<file path="src/rtl/sccb_apb_arbiter.sv">
// sccb_apb_arbiter
// Shares the single downstream APB completer of the SCCB APB bridge (host-side
// transaction injector) among NUM_REQ upstream APB requesters. One transaction
// is granted at a time in round-robin order. The transaction is replayed
// downstream and its response is returned to the winner. Every downstream
// access phase is bounded by TIMEOUT cycles, and is also aborted when the link
// drops.
//
// Ports:
//   clk, rst                  clock (also the downstream pclk), sync active-high reset
//   link_up                   bridge tx link-layer up; arbitration is blocked while low
//   req_psel/penable/pwrite   per-requester APB control, one bit per port
//   req_paddr/pwdata/pstrb    packed per-requester address/data/strobe, port i at [i*W +: W]
//   req_pready                per-requester ready, pulses only for the granted port
//   req_prdata/req_pslverr    shared response, zero unless a req_pready bit is set
//   m_*                       downstream APB requester port
//   grant_id                  current/last granted port
//   busy                      FSM not in IDLE
//   timeout_err               sticky timeout-abort flag, cleared only by rst
module sccb_apb_arbiter #(
  parameter int NUM_REQ    = 4,
  parameter int ADDR_WIDTH = 32,
  parameter int DATA_WIDTH = 32,
  parameter int TIMEOUT    = 1023,
  localparam int GW = $clog2(NUM_REQ),
  localparam int SW = DATA_WIDTH / 8
) (
  input  logic                          clk,
  input  logic                          rst,
  input  logic                          link_up,
  input  logic [NUM_REQ-1:0]            req_psel,
  input  logic [NUM_REQ-1:0]            req_penable,
  input  logic [NUM_REQ-1:0]            req_pwrite,
  input  logic [NUM_REQ*ADDR_WIDTH-1:0] req_paddr,
  input  logic [NUM_REQ*DATA_WIDTH-1:0] req_pwdata,
  input  logic [NUM_REQ*SW-1:0]         req_pstrb,
  output logic [NUM_REQ-1:0]            req_pready,
  output logic [DATA_WIDTH-1:0]         req_prdata,
  output logic                          req_pslverr,
  output logic                          m_psel,
  output logic                          m_penable,
  output logic                          m_pwrite,
  output logic [ADDR_WIDTH-1:0]         m_paddr,
  output logic [DATA_WIDTH-1:0]         m_pwdata,
  output logic [SW-1:0]                 m_pstrb,
  input  logic                          m_pready,
  input  logic                          m_pslverr,
  input  logic [DATA_WIDTH-1:0]         m_prdata,
  output logic [GW-1:0]                 grant_id,
  output logic                          busy,
  output logic                          timeout_err
);

  typedef enum logic [1:0] {
    ST_IDLE   = 2'd0,
    ST_SETUP  = 2'd1,
    ST_ACCESS = 2'd2,
    ST_RESP   = 2'd3
  } state_t;

  localparam logic [15:0] TMO_C = 16'(TIMEOUT);

  state_t                  state_r, state_n;
  logic [GW-1:0]           last_grant_r, last_grant_n;
  logic [GW-1:0]           grant_id_r, grant_id_n;
  logic                    m_psel_r, m_psel_n;
  logic                    m_penable_r, m_penable_n;
  logic                    m_pwrite_r, m_pwrite_n;
  logic [ADDR_WIDTH-1:0]   m_paddr_r, m_paddr_n;
  logic [DATA_WIDTH-1:0]   m_pwdata_r, m_pwdata_n;
  logic [SW-1:0]           m_pstrb_r, m_pstrb_n;
  logic [15:0]             cnt_r, cnt_n;
  logic [DATA_WIDTH-1:0]   resp_data_r, resp_data_n;
  logic                    resp_err_r, resp_err_n;
  logic [NUM_REQ-1:0]      req_pready_r, req_pready_n;
  logic [DATA_WIDTH-1:0]   req_prdata_r, req_prdata_n;
  logic                    req_pslverr_r, req_pslverr_n;
  logic                    busy_r, busy_n;
  logic                    timeout_err_r, timeout_err_n;

  logic                    win_found_s;
  logic [GW-1:0]           win_idx_s;
  logic                    gnt_sel_s;
  logic                    gnt_en_s;
  logic [DATA_WIDTH-1:0]   rd_data_s;

  // Round-robin search: first requesting port after last_grant, wrapping.
  always_comb begin
    logic [GW-1:0] cand;
    cand        = '0;
    win_found_s = 1'b0;
    win_idx_s   = '0;
    for (int i = 1; i <= NUM_REQ; i++) begin
      cand = GW'((int'(last_grant_r) + i) % NUM_REQ);
      if (!win_found_s && req_psel[cand]) begin
        win_found_s = 1'b1;
        win_idx_s   = cand;
      end else begin
        win_found_s = win_found_s;
      end
    end
  end

  assign gnt_sel_s = req_psel[grant_id_r];
  assign gnt_en_s  = req_penable[grant_id_r];
  // Read data is meaningless on a write; never pass it upstream.
  assign rd_data_s = m_pwrite_r ? '0 : m_prdata;

  // Next-state and next-output logic for every registered signal.
  always_comb begin
    state_n       = state_r;
    last_grant_n  = last_grant_r;
    grant_id_n    = grant_id_r;
    m_psel_n      = m_psel_r;
    m_penable_n   = m_penable_r;
    m_pwrite_n    = m_pwrite_r;
    m_paddr_n     = m_paddr_r;
    m_pwdata_n    = m_pwdata_r;
    m_pstrb_n     = m_pstrb_r;
    cnt_n         = cnt_r;
    resp_data_n   = resp_data_r;
    resp_err_n    = resp_err_r;
    timeout_err_n = timeout_err_r;
    // Response outputs are single-cycle pulses, zero otherwise.
    req_pready_n  = '0;
    req_prdata_n  = '0;
    req_pslverr_n = 1'b0;

    case (state_r)
      ST_IDLE: begin
        if (link_up && win_found_s) begin
          m_pwrite_n   = req_pwrite[win_idx_s];
          m_paddr_n    = req_paddr[win_idx_s*ADDR_WIDTH +: ADDR_WIDTH];
          m_pwdata_n   = req_pwdata[win_idx_s*DATA_WIDTH +: DATA_WIDTH];
          m_pstrb_n    = req_pstrb[win_idx_s*SW +: SW];
          grant_id_n   = win_idx_s;
          last_grant_n = win_idx_s;
          m_psel_n     = 1'b1;
          state_n      = ST_SETUP;
        end else begin
          state_n = ST_IDLE;
        end
      end

      ST_SETUP: begin
        if (!link_up) begin
          m_psel_n    = 1'b0;
          m_penable_n = 1'b0;
          resp_data_n = '0;
          resp_err_n  = 1'b1;
          state_n     = ST_RESP;
        end else begin
          m_penable_n = 1'b1;
          cnt_n       = 16'd0;
          state_n     = ST_ACCESS;
        end
      end

      ST_ACCESS: begin
        if (m_pready) begin
          resp_data_n = rd_data_s;
          resp_err_n  = m_pslverr;
          m_psel_n    = 1'b0;
          m_penable_n = 1'b0;
          state_n     = ST_RESP;
          // Requester already in its access phase: answer in the same cycle
          // RESP is entered, saving a cycle on the common path.
          if (gnt_sel_s && gnt_en_s) begin
            req_pready_n[grant_id_r] = 1'b1;
            req_prdata_n             = rd_data_s;
            req_pslverr_n            = m_pslverr;
          end else begin
            req_pready_n = '0;
          end
        end else if (!link_up || (cnt_r == TMO_C)) begin
          m_psel_n      = 1'b0;
          m_penable_n   = 1'b0;
          resp_data_n   = '0;
          resp_err_n    = 1'b1;
          timeout_err_n = timeout_err_r | (cnt_r == TMO_C);
          state_n       = ST_RESP;
        end else begin
          cnt_n = cnt_r + 16'd1;
        end
      end

      ST_RESP: begin
        if (|req_pready_r) begin
          // Response pulse is on the bus this cycle; it completes now.
          state_n = ST_IDLE;
        end else if (gnt_sel_s && gnt_en_s) begin
          req_pready_n[grant_id_r] = 1'b1;
          req_prdata_n             = resp_data_r;
          req_pslverr_n            = resp_err_r;
          state_n                  = ST_RESP;
        end else if (!gnt_sel_s) begin
          // Requester abandoned the transfer; drop the response.
          state_n = ST_IDLE;
        end else begin
          state_n = ST_RESP;
        end
      end

      default: begin
        state_n = ST_IDLE;
      end
    endcase

    busy_n = (state_n != ST_IDLE);
  end

  // State and output registers.
  always_ff @(posedge clk) begin
    if (rst) begin
      state_r       <= ST_IDLE;
      last_grant_r  <= GW'(NUM_REQ - 1);
      grant_id_r    <= '0;
      m_psel_r      <= 1'b0;
      m_penable_r   <= 1'b0;
      m_pwrite_r    <= 1'b0;
      m_paddr_r     <= '0;
      m_pwdata_r    <= '0;
      m_pstrb_r     <= '0;
      cnt_r         <= 16'd0;
      resp_data_r   <= '0;
      resp_err_r    <= 1'b0;
      req_pready_r  <= '0;
      req_prdata_r  <= '0;
      req_pslverr_r <= 1'b0;
      busy_r        <= 1'b0;
      timeout_err_r <= 1'b0;
    end else begin
      state_r       <= state_n;
      last_grant_r  <= last_grant_n;
      grant_id_r    <= grant_id_n;
      m_psel_r      <= m_psel_n;
      m_penable_r   <= m_penable_n;
      m_pwrite_r    <= m_pwrite_n;
      m_paddr_r     <= m_paddr_n;
      m_pwdata_r    <= m_pwdata_n;
      m_pstrb_r     <= m_pstrb_n;
      cnt_r         <= cnt_n;
      resp_data_r   <= resp_data_n;
      resp_err_r    <= resp_err_n;
      req_pready_r  <= req_pready_n;
      req_prdata_r  <= req_prdata_n;
      req_pslverr_r <= req_pslverr_n;
      busy_r        <= busy_n;
      timeout_err_r <= timeout_err_n;
    end
  end

  assign req_pready  = req_pready_r;
  assign req_prdata  = req_prdata_r;
  assign req_pslverr = req_pslverr_r;
  assign m_psel      = m_psel_r;
  assign m_penable   = m_penable_r;
  assign m_pwrite    = m_pwrite_r;
  assign m_paddr     = m_paddr_r;
  assign m_pwdata    = m_pwdata_r;
  assign m_pstrb     = m_pstrb_r;
  assign grant_id    = grant_id_r;
  assign busy        = busy_r;
  assign timeout_err = timeout_err_r;

endmodule

</file>
<file path="config.mk">
export PLATFORM = sky130hd
export DESIGN_NAME = sccb_apb_arbiter
export DESIGN_NICKNAME = d
export VERILOG_FILES = /design/src/rtl/sccb_apb_arbiter.sv
export SDC_FILE = /design/constraint.sdc
export NUM_CORES = 1
export LEC_CHECK = 0
export CAP_MARGIN = 20
export CORE_AREA = 2 2 167 169
export CTS_CLUSTER_DIAMETER = 120
export DETAILED_ROUTE_END_ITERATION = 10
export DIE_AREA = 0 0 169 171
export PLACE_DENSITY = 0.76
export REMOVE_ABC_BUFFERS = 1
export SYNTH_ARGS = -nofsm -noshare
export SYNTH_HDL_FRONTEND = slang
export SYNTH_SLANG_ARGS = --single-unit
</file>
<file path="constraint.sdc">
create_clock -name clk -period 1.95 [get_ports clk]
set_clock_uncertainty 0.05 [all_clocks]
set_input_delay 0.39 -clock clk [delete_from_list [all_inputs] [get_ports clk]]
set_output_delay 0.39 -clock clk [all_outputs]
set_load 0.02 [all_outputs]
</file>
==> impl_metrics.py, run 1 <==
metrics = {
    "status": {
        "status": "finished with violations",
        "violations": "negative setup slack",
    },
    "pwr": {
        "intPower_w": 0.008927,
        "ir_drop_v": 0.0005704,
        "power_density_nw_per_um2": 879.9,
        "leakage_nw": 6.055,
        "finalPower_w": 0.01373,
        "p_clk_frac": 0.270,
        "power.share.combinational": 0.406,
        "switching_share": 0.3499,
        "switching_power_w": 0.004805,
        "seq_power_share": 0.324,
    },
    "global_route": {
        "grt_pass1_wl_mm": 54.87,
        "grt_pass1_vias": 10080,
        "grt_overflow_total": 0,
        "antenna_found_initial": 0,
        "grt_usage": 0.2394,
        "grt_max_degree": 63,
    },
    "timing": {
        "holdWs_ns": 0.4088,
        "layout_min_cycle_time_ns": 2.116,
        "maxSlewHeadroom": 0.6395,
        "grt_setup_unrepaired": "true",
        "period_share": 1.085,
        "worstMarginPinSlew_ns": 0.5393,
        "fmax_mhz": 472.5,
        "layout_setup_ws_ns": -0.1664,
        "slew_viol_final": 0,
        "hold_violations": 0,
        "setup_viol": 42,
    },
    "logic_synthesis": {
        "synth_cells": 1080,
        "synth_top_area_frac": 0.3675,
        "async_reset_ff_frac": 0,
        "ys.flop_type": "dfxtp_1",
        "synth_cell_types": 52,
        "synth_top_cells_by_area": "dfxtp_1 (37%), mux2i_1 (7.3%), a211oi_1 (6.4%)",
        "ys.warnings.count": 0,
        "synth_edf_count": 0,
        "synth_top_area_cell": "dfxtp_1",
        "synth_area_um2": 8989,
        "synth.avg_cell_area_um2": 8.323,
        "synth-seq-cells": 165,
        "yosysSeqAreaShare": 0.3675,
    },
    "routing": {
        "drt-total-wl_mm": 36.80,
        "wl_per_cell_um": 19.32,
        "vias": 10550,
        "avgViaCountPerCell": 5.536,
        "postRouteAntennaNets": 0,
        "first_iter_violations": 963,
        "route.detailed.drc": 0,
        "dr.pass1.iters": 6,
    },
    "cts": {
        "cts_tree": "yes",
        "clock_path_buffers": 2,
        "root_buffer": "clkbuf_16",
        "clk_latency_ns": 0.42,
        "h-tree-depth": 4,
        "cts_inserted_buffers": 17,
        "cts.sinks": 165,
        "path_clk_slew_ns": 0.07,
    },
    "floorplanning": {
        "start_util": 0.3290,
        "core_area_um2": 27320,
        "die_h_um": 171,
        "ios": 433,
        "dieWidth_um": 169,
        "die_area_um2": 28900,
        "rows": 61,
    },
    "run": {
        "maxCapViolCount": 0,
    },
    "setup_path": {
        "criticalPathCategory": "reg2reg",
        "crit_buf_inv": 1,
        "cp_top_family": "simple AND/OR/NAND/NOR gates",
        "path_max_fanout": 12,
        "crit_slowest_cell": "or4_4",
        "start_kind": "flop",
        "crit_required_ns": 2.23,
        "worst_ep_arrival_time_ns": 2.40,
        "regToRegSetupSlack_ns": -0.17,
        "path_cells": "or4_4 -> or3_4 -> o211ai_4 -> nand2_4 -> clkbuf_16 -> a221oi_2",
        "cp-startpoint": "cnt_r[10]",
        "r2r_start": "cnt_r[10]",
        "max_stage_delay_ns": 0.53,
        "cp-end-kind": "flop",
    },
    "place": {
        "pre_cts_slack_ns": -0.6952,
        "dpl.cell_count": 1854,
        "dpl.hpwl_mm": 26.20,
        "gp_congestion": 0.8649,
        "port_buffers": 432,
    },
    "hold_path": {
        "hp-start": "resp_data_r[22]",
        "hold_path.class": "reg2reg",
    },
    "final_layout": {
        "final_cells": 1905,
        "final_nets": 1874,
        "synthToLayoutAreaGrowth_pct": 73.61,
        "diodes": 0,
        "drive_gt1_frac": 0.1572,
        "nFillCells": 2379,
    },
}
## timing repair
item | CTS | global route
buffers inserted | 13 | 1
hold buffers | 0 | 0
setup endpoints to repair | 116 | 114
gates resized for setup | 41 | 39
pin swaps | 16 | 17
cloned | 3 | 3
## layer usage
metal  part of all wire  GRT usage  vias to the layer above
met2               0.51     0.4161                      495
li1                   -          -                     4978
met3              0.072    0.05228                       60
met4              0.021    0.06763                        2
met1               0.40     0.2987                     5011
met5            0.00014          0                        -
## cells by family after synthesis
logic type,count (synthesis),share of synthesized area
simple gates,371,0.2011
buf+inv,117,0.05429
mux,68,0.07851
xor+xnor,15,0.01462
fa+ha+maj,7,0.009743
compound gates,337,0.2742
flops,165,0.3675
## Yosys cell counts, types with 4 or more instances
cell type and number:
dfxtp_1 165, nor2_1 127, a21oi_1 102, clkbuf_1 88, and3_1 80, a211oi_1 77
mux2i_1 66, nand2_1 52, nor3_1 42, o21ai_0 42, nand3_1 37, o221ai_1 32
a22oi_1 31, a221oi_2 30, buf_2 12, xor2_1 9, buf_1 7, ha_1 7
nand4_1 7, xnor2_1 6, inv_1 4, nor2b_1 4
## area by class of cell
class                      instances  area (um2)  area share
clock buffer                      19       452.9     0.02902
multi-input combinational        799        5495      0.3521
sequential                       165        3309      0.2121
inverter                           4       17.52    0.001123
clock inverter                    13       181.4     0.01163
tap                              346       432.9     0.02774
timing repair buffer             559        5715      0.3663
## cells in the final DEF, fill, tap and decap left out, types with 7 or more instances in the layout
| master | netlist | routed |
|---|---|---|
| a211oi_1 | 77 | 64 |
| a22oi_1 | 31 | 31 |
| nand2_1 | 52 | 50 |
| nand3_1 | 37 | 35 |
| buf_6 | 3 | 16 |
| clkdlybuf4s50_1 | 0 | 423 |
| a211oi_2 | 0 | 13 |
| dfxtp_1 | 165 | 162 |
| nor2_1 | 127 | 126 |
| nand4_1 | 7 | 7 |
| a21oi_1 | 102 | 100 |
| buf_12 | 0 | 23 |
| a221oi_2 | 30 | 31 |
| o221ai_1 | 32 | 31 |
| and3_1 | 80 | 80 |
| xor2_1 | 9 | 9 |
| clkbuf_16 | 0 | 20 |
| nor3_1 | 42 | 41 |
| mux2i_1 | 66 | 62 |
| o21ai_0 | 42 | 40 |
| buf_4 | 3 | 83 |
## state kept, by name (all words and copies together) (netlist names), 2 cells and up
register / flops
cnt_r: 16
resp_data_r: 32
m_paddr: 32
grant_id: 2
state_r: 2
m_pwdata: 32
last_grant_r: 2
req_pready: 4
req_prdata: 32
m_pstrb: 4
## worst register-to-register path: cells and delay by family, from the launching register on
family | cells | cell delay [ns]
AO/OA/AOI/OAI | 2 | 0.46
flip-flops | 1 | 0.32
buffers and inverters | 1 | 0.20
AND/OR/NAND/NOR | 3 | 1.01
## metrics by stage
stage          TNS [ns]    util  cell area (um2)
5_1_grt          -8.261  0.5711            15610
6_report         -4.804  0.5711            15610
2_1_floorplan   -575.23       -             8516
3_5_place_dp     -61.14  0.5282            14430
4_1_cts          -4.667  0.5622            15360
3_3_place_gp     -56.21  0.5282            14430
## path summary, 6_finish.rpt
path                                         to  cells past startpoint
worst max-delay path            resp_data_r[15]                      6
worst min register to register   req_prdata[22]                      2
worst min-delay path             req_prdata[22]                      2
worst max register to register  resp_data_r[15]                      6
## power groups by stage
stage | Clock, W | Combinational (W) | Sequential [W]
3_3_place_gp | 0 | 0.00515 | 0.00446
3_5_place_dp | 0 | 0.00525 | 0.00449
6_report | 0.00371 | 0.00558 | 0.00444
2_1_floorplan | 0 | 0.00245 | 0.00475
5_1_grt | 0.00393 | 0.00601 | 0.00450
4_1_cts | 0.00377 | 0.00542 | 0.00443
No activity file was read; power rests on OpenSTA's default activity.
==> run 2, diff against run 1 <==
--- a/config.mk
+++ b/config.mk
@@ -10,7 +10,8 @@
 export CTS_CLUSTER_DIAMETER = 120
 export DETAILED_ROUTE_END_ITERATION = 10
 export DIE_AREA = 0 0 169 171
-export PLACE_DENSITY = 0.76
+export DONT_BUFFER_PORTS = 1
+export PLACE_DENSITY = 0.55
 export REMOVE_ABC_BUFFERS = 1
 export SYNTH_ARGS = -nofsm -noshare
 export SYNTH_HDL_FRONTEND = slang
==> impl_metrics.py, run 2 (synthesis results as in run 1) <==
metrics = {
    "floorplanning": {
        "core_area_um2": 27320,
        "rows": 61,
        "dieWidth_um": 169,
        "die_h_um": 171,
        "die_area_um2": 28900,
        "start_util": 0.3290,
        "ios": 433,
    },
    "cts": {
        "cts_tree": "yes",
        "root_buffer": "clkbuf_16",
        "cts.sinks": 165,
        "h-tree-depth": 4,
        "path_clk_slew_ns": 0.08,
        "cts_inserted_buffers": 17,
        "clock_path_buffers": 2,
        "clk_latency_ns": 0.42,
    },
    "timing": {
        "slew_viol_final": 0,
        "layout_setup_ws_ns": -0.1685,
        "worstMarginPinSlew_ns": 0.4383,
        "grt_setup_unrepaired": "true",
        "setup_viol": 44,
        "layout_min_cycle_time_ns": 2.119,
        "period_share": 1.086,
        "fmax_mhz": 472.0,
        "holdWs_ns": 0.07510,
        "maxSlewHeadroom": 0.7078,
        "hold_violations": 0,
    },
    "routing": {
        "route.detailed.drc": 0,
        "vias": 8495,
        "dr.pass1.iters": 5,
        "avgViaCountPerCell": 5.895,
        "postRouteAntennaNets": 0,
        "wl_per_cell_um": 22.18,
        "drt-total-wl_mm": 31.96,
        "first_iter_violations": 768,
    },
    "status": {
        "status": "finished with violations",
        "violations": "negative setup slack",
    },
    "place": {
        "dpl.hpwl_mm": 22.25,
        "gp_congestion": 0.8547,
        "placed_area_um2": 9886,
        "port_buffers": 0,
        "pre_cts_slack_ns": -0.2222,
        "dpl.cell_count": 1399,
    },
    "pwr": {
        "power.share.combinational": 0.296,
        "power_density_nw_per_um2": 1112,
        "p_clk_frac": 0.296,
        "seq_power_share": 0.408,
        "switching_power_w": 0.004409,
        "intPower_w": 0.007477,
        "finalPower_w": 0.01189,
        "leakage_nw": 4.093,
        "ir_drop_v": 0.0005594,
        "switching_share": 0.3710,
    },
    "setup_path": {
        "start_kind": "flop",
        "worstSetupEndpoint": "resp_data_r[15]",
        "crit_required_ns": 2.24,
        "cp-end-kind": "flop",
        "r2r_start": "cnt_r[10]",
        "r2r-end": "resp_data_r[15]",
        "path_max_fanout": 22,
        "regToRegSetupSlack_ns": -0.17,
        "worst_ep_arrival_time_ns": 2.41,
        "criticalPathCategory": "reg2reg",
        "cp-startpoint": "cnt_r[10]",
        "r2r_cells": 6,
    },
    "final_layout": {
        "final_cells": 1441,
        "synthToLayoutAreaGrowth_pct": 18.86,
        "final_nets": 1405,
        "mostFrequentLayoutCell": "dfxtp_1",
        "drive_gt1_frac": 0.1688,
        "final_area_um2": 10680,
        "most-common-layout-cells": "dfxtp_1 (162), nor2_1 (127), a21oi_1 (102)",
    },
    "hold_path": {
        "hold_path.class": "in2reg",
        "worstHoldPathCells": 2,
    },
    "global_route": {
        "grt_max_degree": 67,
        "grt_overflow_total": 0,
        "grt_pass1_vias": 7942,
        "grt_pass1_wl_mm": 46.37,
        "antenna_found_initial": 6,
        "grt_usage": 0.2065,
    },
    "run": {
        "maxCapViolCount": 0,
    },
}
[run 2: cell types whose count changed in the layout (fill, tap and decap cells not counted), sizes merged, moves of 2 or more]
| cell | previous run | this run |
|---|---|---|
| buf | 123 | 87 |
| clkbuf | 23 | 21 |
| clkdlybuf4s50 | 423 | 0 |
| diode | 0 | 5 |
| dlygate4sd2 | 6 | 0 |
| dlymetal6s2s | 2 | 0 |
[run 2: power by group through the flow]
stage | Clock (W) | Sequential, W | Combinational [W]
floorplan | 0 | 0.00475 | 0.00245
global placement | 0 | 0.00491 | 0.00335
detailed placement | 0 | 0.00491 | 0.00341
CTS | 0.00360 | 0.00484 | 0.00345
global route | 0.00377 | 0.00491 | 0.00391
finish | 0.00351 | 0.00485 | 0.00352
[run 2: cell type report]
cell class / instances / area, um2
tap: 346 / 432.9
fill: 2753 / 16640
timing repair buffer: 91 / 987.2
multi-input combinational: 798 / 5339
inverter: 4 / 17.52
sequential: 165 / 3307
antenna: 5 / 12.51
clock inverter: 14 / 158.9
clock buffer: 18 / 429.2
[run 2: how the worst min path moves through the flow]
| stage | start | endpoint |
|---|---|---|
| after global placement | resp_data_r[22] | req_prdata[22] |
| after CTS | m_prdata[22] | req_prdata[22] |
| final | m_prdata[29] | req_prdata[29] |
| after floorplan | resp_data_r[22] | req_prdata[22] |
| after global routing | m_prdata[22] | req_prdata[22] |
| after detailed placement | resp_data_r[22] | req_prdata[22] |
[run 2: repair_timing]
action | 4_1_cts | 5_1_grt
hold buffers | 1 | 0
gates cloned | 0 | 2
setup buffers | 2 | 0
resized for setup | 11 | 18
endpoints found under the setup margin | 45 | 113
endpoints found under the hold margin | 6 | 0
pin swaps | 8 | 7
[run 2: routing by layer]
metal,up-vias,GRT usage,part of all wire
met2,354,0.3320,0.48
met1,4069,0.2629,0.42
met5,-,0,0
met4,0,0.06763,0.020
li1,4039,-,-
met3,33,0.06546,0.081
[run 2: critical path: stages (launching register included)]
cell and delay [ns]:
dfxtp_1 0.31, or4_4 0.55, or3_4 0.38, o211ai_4 0.20
nand2_4 0.09, buf_12 0.17, a221oi_2 0.26
[run 2: stage by stage]
stage                       util  TNS [ns]
final                     0.3910    -5.355
after detailed placement  0.3618    -5.719
after CTS                 0.3857    -5.268
after global placement    0.3618    -3.911
after floorplan                -   -575.23
after global routing      0.3908    -7.935
==> run 3, diff against run 2 <==
--- a/config.mk
+++ b/config.mk
@@ -7,7 +7,9 @@
 export LEC_CHECK = 0
 export CAP_MARGIN = 20
 export CORE_AREA = 2 2 167 169
+export CTS_BUF_LIST = sky130_fd_sc_hd__clkbuf_4
 export CTS_CLUSTER_DIAMETER = 120
+export CTS_CLUSTER_SIZE = 25
 export DETAILED_ROUTE_END_ITERATION = 10
 export DIE_AREA = 0 0 169 171
 export DONT_BUFFER_PORTS = 1
==> impl_metrics.py, run 3 (synthesis results as in run 1) <==
metrics = {
    "status": {
        "status": "finished with violations",
        "violations": "negative setup slack",
    },
    "setup_path": {
        "path_cells": "or4_4 -> or3_4 -> o211ai_4 -> nand2_4 -> buf_12 -> a221oi_2",
        "max_stage_delay_ns": 0.54,
        "criticalPathCategory": "reg2reg",
        "cp-end-kind": "flop",
        "r2r_start": "cnt_r[10]",
        "regToRegSetupSlack_ns": -0.18,
        "path_max_fanout": 22,
        "crit_required_ns": 2.36,
        "crit_buf_inv": 1,
        "r2r_cells": 6,
        "cp_top_family": "simple AND/OR/NAND/NOR gates",
        "r2r-end": "resp_data_r[12]",
        "worst_ep_arrival_time_ns": 2.54,
        "start_kind": "flop",
        "crit_slowest_cell": "or4_4",
    },
    "global_route": {
        "use_met2": 0.3942,
        "grt_pass1_vias": 9580,
        "use_met1": 0.2830,
        "grt_max_degree": 67,
        "grt_busiest_layer": "met2",
        "grt_usage": 0.2382,
        "antenna_found_initial": 12,
        "met3_usage": 0.07495,
        "grt_pass1_wl_mm": 54.06,
        "grt_overflow_total": 0,
    },
    "run": {
        "maxCapViolCount": 0,
    },
    "cts": {
        "clock_path_buffers": 2,
        "clk_latency_ns": 0.55,
        "cts_tree": "yes",
        "cts_inserted_buffers": 17,
        "cts.sinks": 165,
        "root_buffer": "clkbuf_4",
        "path_clk_slew_ns": 0.14,
        "h-tree-depth": 4,
    },
    "place": {
        "pre_cts_slack_ns": -0.2222,
        "port_buffers": 0,
        "gp_congestion": 0.8547,
        "dpl.hpwl_mm": 22.25,
    },
    "routing": {
        "postRouteAntennaNets": 0,
        "route.detailed.drc": 0,
        "first_iter_violations": 982,
        "wl_per_cell_um": 22.46,
        "avgViaCountPerCell": 5.920,
        "vias": 9869,
        "dr.pass1.iters": 5,
        "drt-total-wl_mm": 37.45,
    },
    "timing": {
        "layout_min_cycle_time_ns": 2.130,
        "fmax_mhz": 469.4,
        "slew_viol_final": 0,
        "setup_viol": 43,
        "maxSlewHeadroom": 0.6613,
        "grt_setup_unrepaired": "true",
        "layout_setup_ws_ns": -0.1803,
        "hold_violations": 0,
        "finalSetupTns_ns": -5.545,
        "holdWs_ns": 0.04161,
        "period_share": 1.092,
        "worstMarginPinSlew_ns": 0.5049,
    },
    "floorplanning": {
        "ios": 433,
        "core_area_um2": 27320,
        "start_util": 0.3290,
        "die_area_um2": 28900,
        "die_h_um": 171,
        "dieWidth_um": 169,
        "rows": 61,
    },
    "final_layout": {
        "mostFrequentLayoutCell": "dlygate4sd3_1",
        "final_nets": 1627,
        "synthToLayoutAreaGrowth_pct": 41.09,
        "drive_gt1_frac": 0.1456,
        "most-common-layout-cells": "dlygate4sd3_1 (221), dfxtp_1 (162), nor2_1 (127)",
    },
    "pwr": {
        "leakage_nw": 4.910,
        "ir_drop_v": 0.0003747,
        "power_density_nw_per_um2": 879.4,
    },
    "hold_path": {
        "min_to": "m_pwdata[15]",
        "hold_path.class": "in2reg",
        "worstHoldPathCells": 2,
        "hp-start": "req_pwdata[111]",
    },
}
## run 3: worst reg2reg max path: stages, from the launching register on
cell and delay, ns:
dfxtp_2 0.34, or4_4 0.54, or3_4 0.38, o211ai_4 0.21, nand2_4 0.10, buf_12 0.18, a221oi_2 0.25
## run 3: per-stage QoR
stage / power [W] / cells / util / cell area (um2)
after global routing: 0.01179 / 1665 / 0.4640 / 12680
after detailed placement: 0.008321 / 1399 / 0.3618 / 9886
final: 0.01115 / 1667 / 0.4641 / 12680
after floorplan: 0.007198 / 967 / - / 8516
after CTS: 0.01100 / 1653 / 0.4561 / 12460
after global placement: 0.008263 / 1399 / 0.3618 / 9886
## run 3: power by group
part	switching (W)	internal (W)	total, W
clock network	0.00144	0.000816	0.00226
logic	0.00217	0.00186	0.00403
registers	0.000866	0.00400	0.00487
total	0.00448	0.00668	0.0112
## run 3: routing by layer
metal  wire length (um)  part of all wire
met1              14450              0.39
met2              17850              0.48
met3               3349             0.089
met4               1774             0.047
met5                 26           0.00069
## run 3: area by class of cell
| type | instances | area (um2) |
|---|---|---|
| diodes | 9 | 22.52 |
| clock buffers | 18 | 135.1 |
| clock inverters | 14 | 158.9 |
| fillers | 2601 | 14640 |
| inverters | 4 | 17.52 |
| multi-input cells | 798 | 5364 |
| flip-flops and latches | 165 | 3309 |
| well taps | 346 | 432.9 |
| repair buffers | 313 | 3242 |
## run 3: timing repair
action	CTS	global route
endpoints found under the hold margin	141	2
resized for setup	17	23
setup buffers	3	0
endpoints found under the setup margin	45	116
pin swaps	8	9
hold buffers	219	2
gates cloned	0	3
## run 3: how the worst max path moves through the flow
| stage | startpoint | endpoint | slack [ns] | cells past startpoint |
|---|---|---|---|---|
| after detailed placement | cnt_r[10] | cnt_r[1] | -0.22 | 6 |
| after CTS | cnt_r[10] | cnt_r[1] | -0.18 | 6 |
| final | cnt_r[10] | resp_data_r[12] | -0.18 | 6 |
| after global placement | cnt_r[10] | cnt_r[1] | -0.17 | 6 |
| after floorplan | last_grant_r[1] | m_paddr[21] | -5.13 | 5 |
| after global routing | cnt_r[10] | resp_data_r[12] | -0.27 | 6 |
